`src/rtl/bin2bcd_seq.sv`:
```
// Sequential binary-to-BCD converter (shift-add-3), one bit per clock, start/busy/done handshake.
// Optional BIN2BCD_CLAMP_EN: inputs >= 10**DIGITS saturate the result to all nines.
module bin2bcd_seq #(
   parameter int BIN_W  = 10,
   parameter int DIGITS = 4
) (
   input  logic                  clk,
   input  logic                  rst,
   input  logic                  start,
   input  logic [BIN_W-1:0]      bin,
   output logic                  busy,
   output logic                  done,
   output logic [4*DIGITS-1:0]   bcd
);

   localparam int SW = 4 * DIGITS;
   localparam int CW = $clog2(BIN_W) + 1;

   typedef enum logic {IDLE, SHIFT} state_t;

   state_t           state;
   logic [BIN_W-1:0] binreg;
   logic [SW-1:0]    scratch;
   logic [SW-1:0]    adj;
   logic [SW-1:0]    post;
   logic [CW-1:0]    cnt;

`ifdef BIN2BCD_CLAMP_EN
   function automatic logic [63:0] pow10(input int n);
      logic [63:0] p;
      p = 64'd1;
      for (int unsigned i = 0; i < n; i++) p = p * 64'd10;
      return p;
   endfunction

   localparam logic [63:0] LIMIT = pow10(DIGITS);

   logic ovf;
`endif

   // post is the scratch value as it will look after this edge's shift
   always_comb begin
      adj = scratch;
      for (int unsigned i = 0; i < DIGITS; i++) begin
         if (scratch[4*i +: 4] >= 4'd5) adj[4*i +: 4] = scratch[4*i +: 4] + 4'd3;
      end
      post = {adj[SW-2:0], binreg[BIN_W-1]};
   end

   always_ff @(posedge clk or posedge rst) begin
      if (rst) begin
         state   <= IDLE;
         binreg  <= '0;
         scratch <= '0;
         cnt     <= '0;
         busy    <= 1'b0;
         done    <= 1'b0;
         bcd     <= '0;
`ifdef BIN2BCD_CLAMP_EN
         ovf     <= 1'b0;
`endif
      end else begin
         done <= 1'b0;
         case (state)
            IDLE: begin
               if (start) begin
                  binreg  <= bin;
                  scratch <= '0;
                  cnt     <= '0;
                  busy    <= 1'b1;
                  state   <= SHIFT;
`ifdef BIN2BCD_CLAMP_EN
                  ovf     <= (64'(bin) >= LIMIT);
`endif
               end
            end
            SHIFT: begin
               {scratch, binreg} <= {adj, binreg} << 1;
               cnt               <= cnt + 1'b1;
               if (cnt == CW'(BIN_W - 1)) begin
`ifdef BIN2BCD_CLAMP_EN
                  bcd <= ovf ? {DIGITS{4'h9}} : post;
`else
                  bcd <= post;
`endif
                  done  <= 1'b1;
                  busy  <= 1'b0;
                  state <= IDLE;
               end
            end
            default: state <= IDLE;
         endcase
      end
   end

endmodule
```
`config.mk`:
```
export PLATFORM = sky130hd
export DESIGN_NAME = bin2bcd_seq
export DESIGN_NICKNAME = d
export VERILOG_FILES = /design/src/rtl/bin2bcd_seq.sv
export SDC_FILE = /design/constraint.sdc
export NUM_CORES = 1
export LEC_CHECK = 0
export CORE_ASPECT_RATIO = 0.6
export CORE_MARGIN = 3
export CORE_UTILIZATION = 50
export DETAILED_ROUTE_END_ITERATION = 8
export GPL_ROUTABILITY_DRIVEN = 0
export GPL_TIMING_DRIVEN = 0
export PLACE_DENSITY = 0.72
export SLEW_MARGIN = 20
export SYNTH_ARGS = -nofsm -noshare
export SYNTH_HDL_FRONTEND = slang
export SYNTH_SLANG_ARGS = --single-unit
```
`constraint.sdc`:
```
create_clock -name clk -period 2.15 [get_ports clk]
set_clock_uncertainty 0.2 [all_clocks]
set_input_delay 0.215 -clock clk [delete_from_list [all_inputs] [get_ports clk]]
set_output_delay 0.215 -clock clk [all_outputs]
set_load 0.02 [all_outputs]
```
After elaboration in Yosys (flattened, before gate mapping)
Index checks and enable logic that the tools add are counted.
{"block": "classes", "n_addsub": 5, "magnitude_cmp": 4, "n_eq_ne": 3, "n_mux": 18, "n_bitwise": 1, "n_reduce_logical": 2}
{"cell": "16-bit case mux with 2 select lines", "count": 1}
{"cell": "10-bit case mux with 2 select lines", "count": 1}
{"cell": "4-bit by 3-bit greater-or-equal comparator with 1-bit output, second input constant", "count": 4}
{"cell": "16-bit two-way mux", "count": 1}
{"cell": "4-bit by 2-bit adder with 4-bit output, second input constant", "count": 3}
{"cell": "4-bit two-way mux", "count": 3}
{"cell": "10-bit two-way mux", "count": 1}
{"cell": "5-bit case mux with 2 select lines", "count": 1}
{"cell": "1-bit two-way mux", "count": 6}
{"cell": "5-bit by 1-bit adder with 5-bit output, second input constant", "count": 1}
{"cell": "5-bit by 4-bit == test with 1-bit output, second input constant", "count": 1}
{"cell": "5-bit two-way mux", "count": 1}
{"cell": "1-bit case mux with 2 select lines", "count": 2}
{"cell": "2-bit AND reduction", "count": 2}
{"cell": "3-bit by 2-bit adder with 3-bit output, second input constant", "count": 1}
{"cell": "3-bit two-way mux", "count": 1}
{"cell": "2-bit by 1-bit != test with 1-bit output, second input constant", "count": 1}
{"cell": "2-bit != test, second input constant", "count": 1}
{"cell": "1-bit inverter", "count": 1}
{"block": "word_totals", "regBits": 50, "in_bits": 13, "output_inout_bits": 18, "wordCells": 40}

Logic depth before layout (Yosys ltp)
{"block": "logic_depth", "ltp_word": 3, "ltp_mapped": 7, "ltp_nobuf": 6}

Worst setup path before layout
No wires, ideal clock.
{"block": "synth_timing", "kind": "flip-flop to flip-flop", "startpoint": "register cnt[1]", "endpoint": "register bcd[0]", "setup_ns": 0.125, "t_arrival_ns": 1.356, "t_required_ns": 1.825, "slack_ns": 0.469, "stages_incl_launch_ff": 7, "path_buffers": 1, "period_less_slack_ns": 1.681, "cell_sequence": "dfrtp_1 inv_1 ha_1 nand4b_4 nor2_8 buf_6 mux2_4"}
{"block": "synth_between", "elab_chain_cells": 2}
{"element": "start, declared", "line": "26", "rtl": "logic [CW-1:0] cnt;"}
{"element": "start signal, assigned", "line": "79", "rtl": "cnt <= cnt + 1'b1;"}
{"element": "5-bit by 4-bit == test with 1-bit output", "line": "80", "rtl": "if (cnt == CW'(BIN_W - 1)) begin"}
{"element": "2-bit AND reduction (no source line)"}
{"element": "end signal, assigned", "line": "84", "rtl": "bcd <= post;"}
{"element": "end, declared", "line": "13", "rtl": "output logic [4*DIGITS-1:0] bcd"}
No other way between the ends.
A chain may end at the register's enable or synchronous reset.

Final worst setup path
{"block": "layout_timing", "startpoint": "register cnt[1]", "endpoint": "register bcd[13]"}
Same word-level chain as after synthesis.

==> metrics <==
CTS Root Cell clkbuf_8; vias per inst around 5.4; post-synthesis simple-gate area fraction 12.26%; RSZ-0062 raised after global routing false; Detail Route Antenna Nets 0; utilization after layout 66.07%; Final Slew Violations 0; WL final 5067 um; mux contribution to synthesized area around a tenth; largest family of logic cells by synthesized area compound AO/OA/AOI/OAI gates; Overflow after GRT 0; setup repair bufs after CTS 0; Top Family by Delay on Critical Path flip-flops; Mean Syn Cell Area around 11 um^2; drt pass-1 iters 4; first-pass GRT wire length 8583 um; Distinct cells, synth 30; setup TNS 0 ps; Critical Path Slowest Stage Cell dfrtp_1; most common cell after layout, fill and taps aside dfrtp_1; Post-CTS Hold Fix Bufs 0; max_slew headroom 64.76%; Final Hold Violating Endpoints 0; register area 1251 um^2; nets roughly 290; Max VDD drop 0.0007546 V; area occupied by multi-input gates ~1000 um^2; worst-skew pair later-pin latency 290 ps; Initial Util 55.13%; commonest cells after routing, fill and taps aside dfrtp_1 (50), clkdlybuf4s50_1 (30), o21ai_0 (21), nand2_1 (21); status completed; GRT Util Overall 19.76%; Hold Path Class in -> async; Pwr Density 1546 nW/um^2; placed insts 317; ant diodes 0; Area Overhead vs Synth 19.84%; CTS Buf Count 5; post-placement cell area 2804 um^2; number of DRC markers in iteration 0 91; crit-path max FO 10; I/O pin cnt 31; Critical Path AT 1840 ps; Req. time, crit path 2130 ps; Die Area 5713 um^2; Post-Synth XOR/XNOR Area 1.455%; yosys warns 0; Synth Area in Compound Gates 14.03%; CP Buf/Inv Count 2; Setup crit start kind flop; fin cells 323; synthesized instance count 226; chip width 95.60 um; HPWL Detailed 3582 um; Max-cap violations 0; register area share after synthesis 51.95%; Layout fillers roughly 360; Leak 0.001307 uW; fin crit period 1861 ps; Die Span Y 59.76 um; synthesized area 2409 um^2; Worst-path clk slew 80 ps; Final Cell Area 2887 um^2; Final setup viols 0; final period utilization 86.58%; DRC 0; critical path cell sequence inv_1 > ha_1 > nand4b_4 > nor2_8 > buf_6 > mux2_4; via count 1757; Core Box Area 4369 um^2; Crit path largest cell delay 440 ps; H-tree Lvls 2; clk buf depth 2; number of global-route vias before repair between 1500 and 2000; initial antenna violation count 0; register bit total from synthesis 50; Routed WL per cell 15.69 um; Worst Tran Pin Value 528.6 ps; largest net degree at the start of global routing 30; critical path capture point type flop; clock tree sinks 50; layout cells sized above 1 11.41%; Max Freq approximately 0.54 GHz; Rows 18; post-CTS sizing 0; PortBufs 30; syn nets ~250; critical path type reg -> reg; Synth Area in Adders a little over 5%; CTS tree done
==> through the flow <==
stage / power (uW) / setup WS, ps / hold WS (ps)
after CTS: 4486 / 275.3 / 67.44
final: 4462 / 288.6 / 50.94
after global placement: 3856 / -431.3 / 261.8
after detailed placement: 3930 / 294.1 / 267.7
after floorplan: 3202 / 468.7 / 171.3
after global routing: 4830 / 146.1 / 89.00
==> worst paths after layout <==
check / start / to / slack [ps] / cells past startpoint
max: cnt[1]$_DFFE_PP0P_ / bcd[13]$_DFFE_PP0P_ / 290 / 6
min: rst / binreg[9]$_DFFE_PP0P_ / 50 / 2
max reg2reg: cnt[1]$_DFFE_PP0P_ / bcd[13]$_DFFE_PP0P_ / 290 / 6
min reg2reg: binreg[0]$_DFFE_PP0P_ / binreg[1]$_DFFE_PP0P_ / 290 / 2
max in group asynchronous: rst / binreg[3]$_DFFE_PP0P_ / 1180 / 3
min in group clk: binreg[0]$_DFFE_PP0P_ / binreg[1]$_DFFE_PP0P_ / 290 / 2
==> area by class of cell <==
| type | count | area share, % |
|---|---|---|
| plain buffers | 11 | 2.037 |
| clock buffers | 6 | 2.861 |
| repair buffers | 31 | 11.10 |
| multi-input cells | 151 | 36.24 |
| well taps | 60 | 2.601 |
| flip-flops and latches | 50 | 43.35 |
| inverters | 14 | 1.821 |
==> cell usage after synthesis <==
cell      instances  area (um^2)
o21ai_0          21        105.1
dfrtp_1          50         1251
nand3_1           3        15.01
buf_6             1        11.26
nor3b_1           5        37.54
nand4b_4          1        23.77
inv_1            13        48.80
nand2b_1          4        25.02
nand4_1           2        12.51
xnor2_1           4        35.03
o31ai_1           1        7.510
buf_4             1        7.510
a22o_1            4        35.03
nor3_1            6        30.03
mux2_2            6        67.56
a31oi_1           4        25.02
mux2_4            3        45.04
mux2i_1          14        140.1
o22ai_1           6        37.54
nor2_1           14        52.55
a21oi_2           3        26.28
nor2_8            1        20.02
buf_2             5        25.02
a21oi_1          14        70.07
clkbuf_1          4        15.01
nand2_1          21        78.83
ha_1             10        125.1
a21o_1            3        22.52
clkinv_1          1        3.750
a21o_2            1        8.760
==> cells by family after synthesis <==
| group | after synthesis |
|---|---|
| compound gates | 57 |
| xor+xnor | 4 |
| fa+ha+maj | 10 |
| buf+inv | 25 |
| flops | 50 |
| mux | 23 |
| simple gates | 57 |
==> state kept, by name, summed over array words and instances, names as in the netlist <==
register	flops
scratch	16
binreg	10
cnt	5
state	1
done	1
bcd	16
busy	1
==> report_power, final <==
part	switching, uW	internal [uW]
sequential	355	1370
clock	285	249
combinational	1150	1050
==> layer usage <==
layer / GRT usage, % / routed length, um / vias up
met5: 0 / 0 / -
met4: 3.036 / 15 / 0
met3: 4.528 / 217 / 2
met2: 29.45 / 2203 / 36
met1: 29.94 / 2630 / 865
li1: - / - / 854
Note: power is estimated with default switching activity, not from simulation.
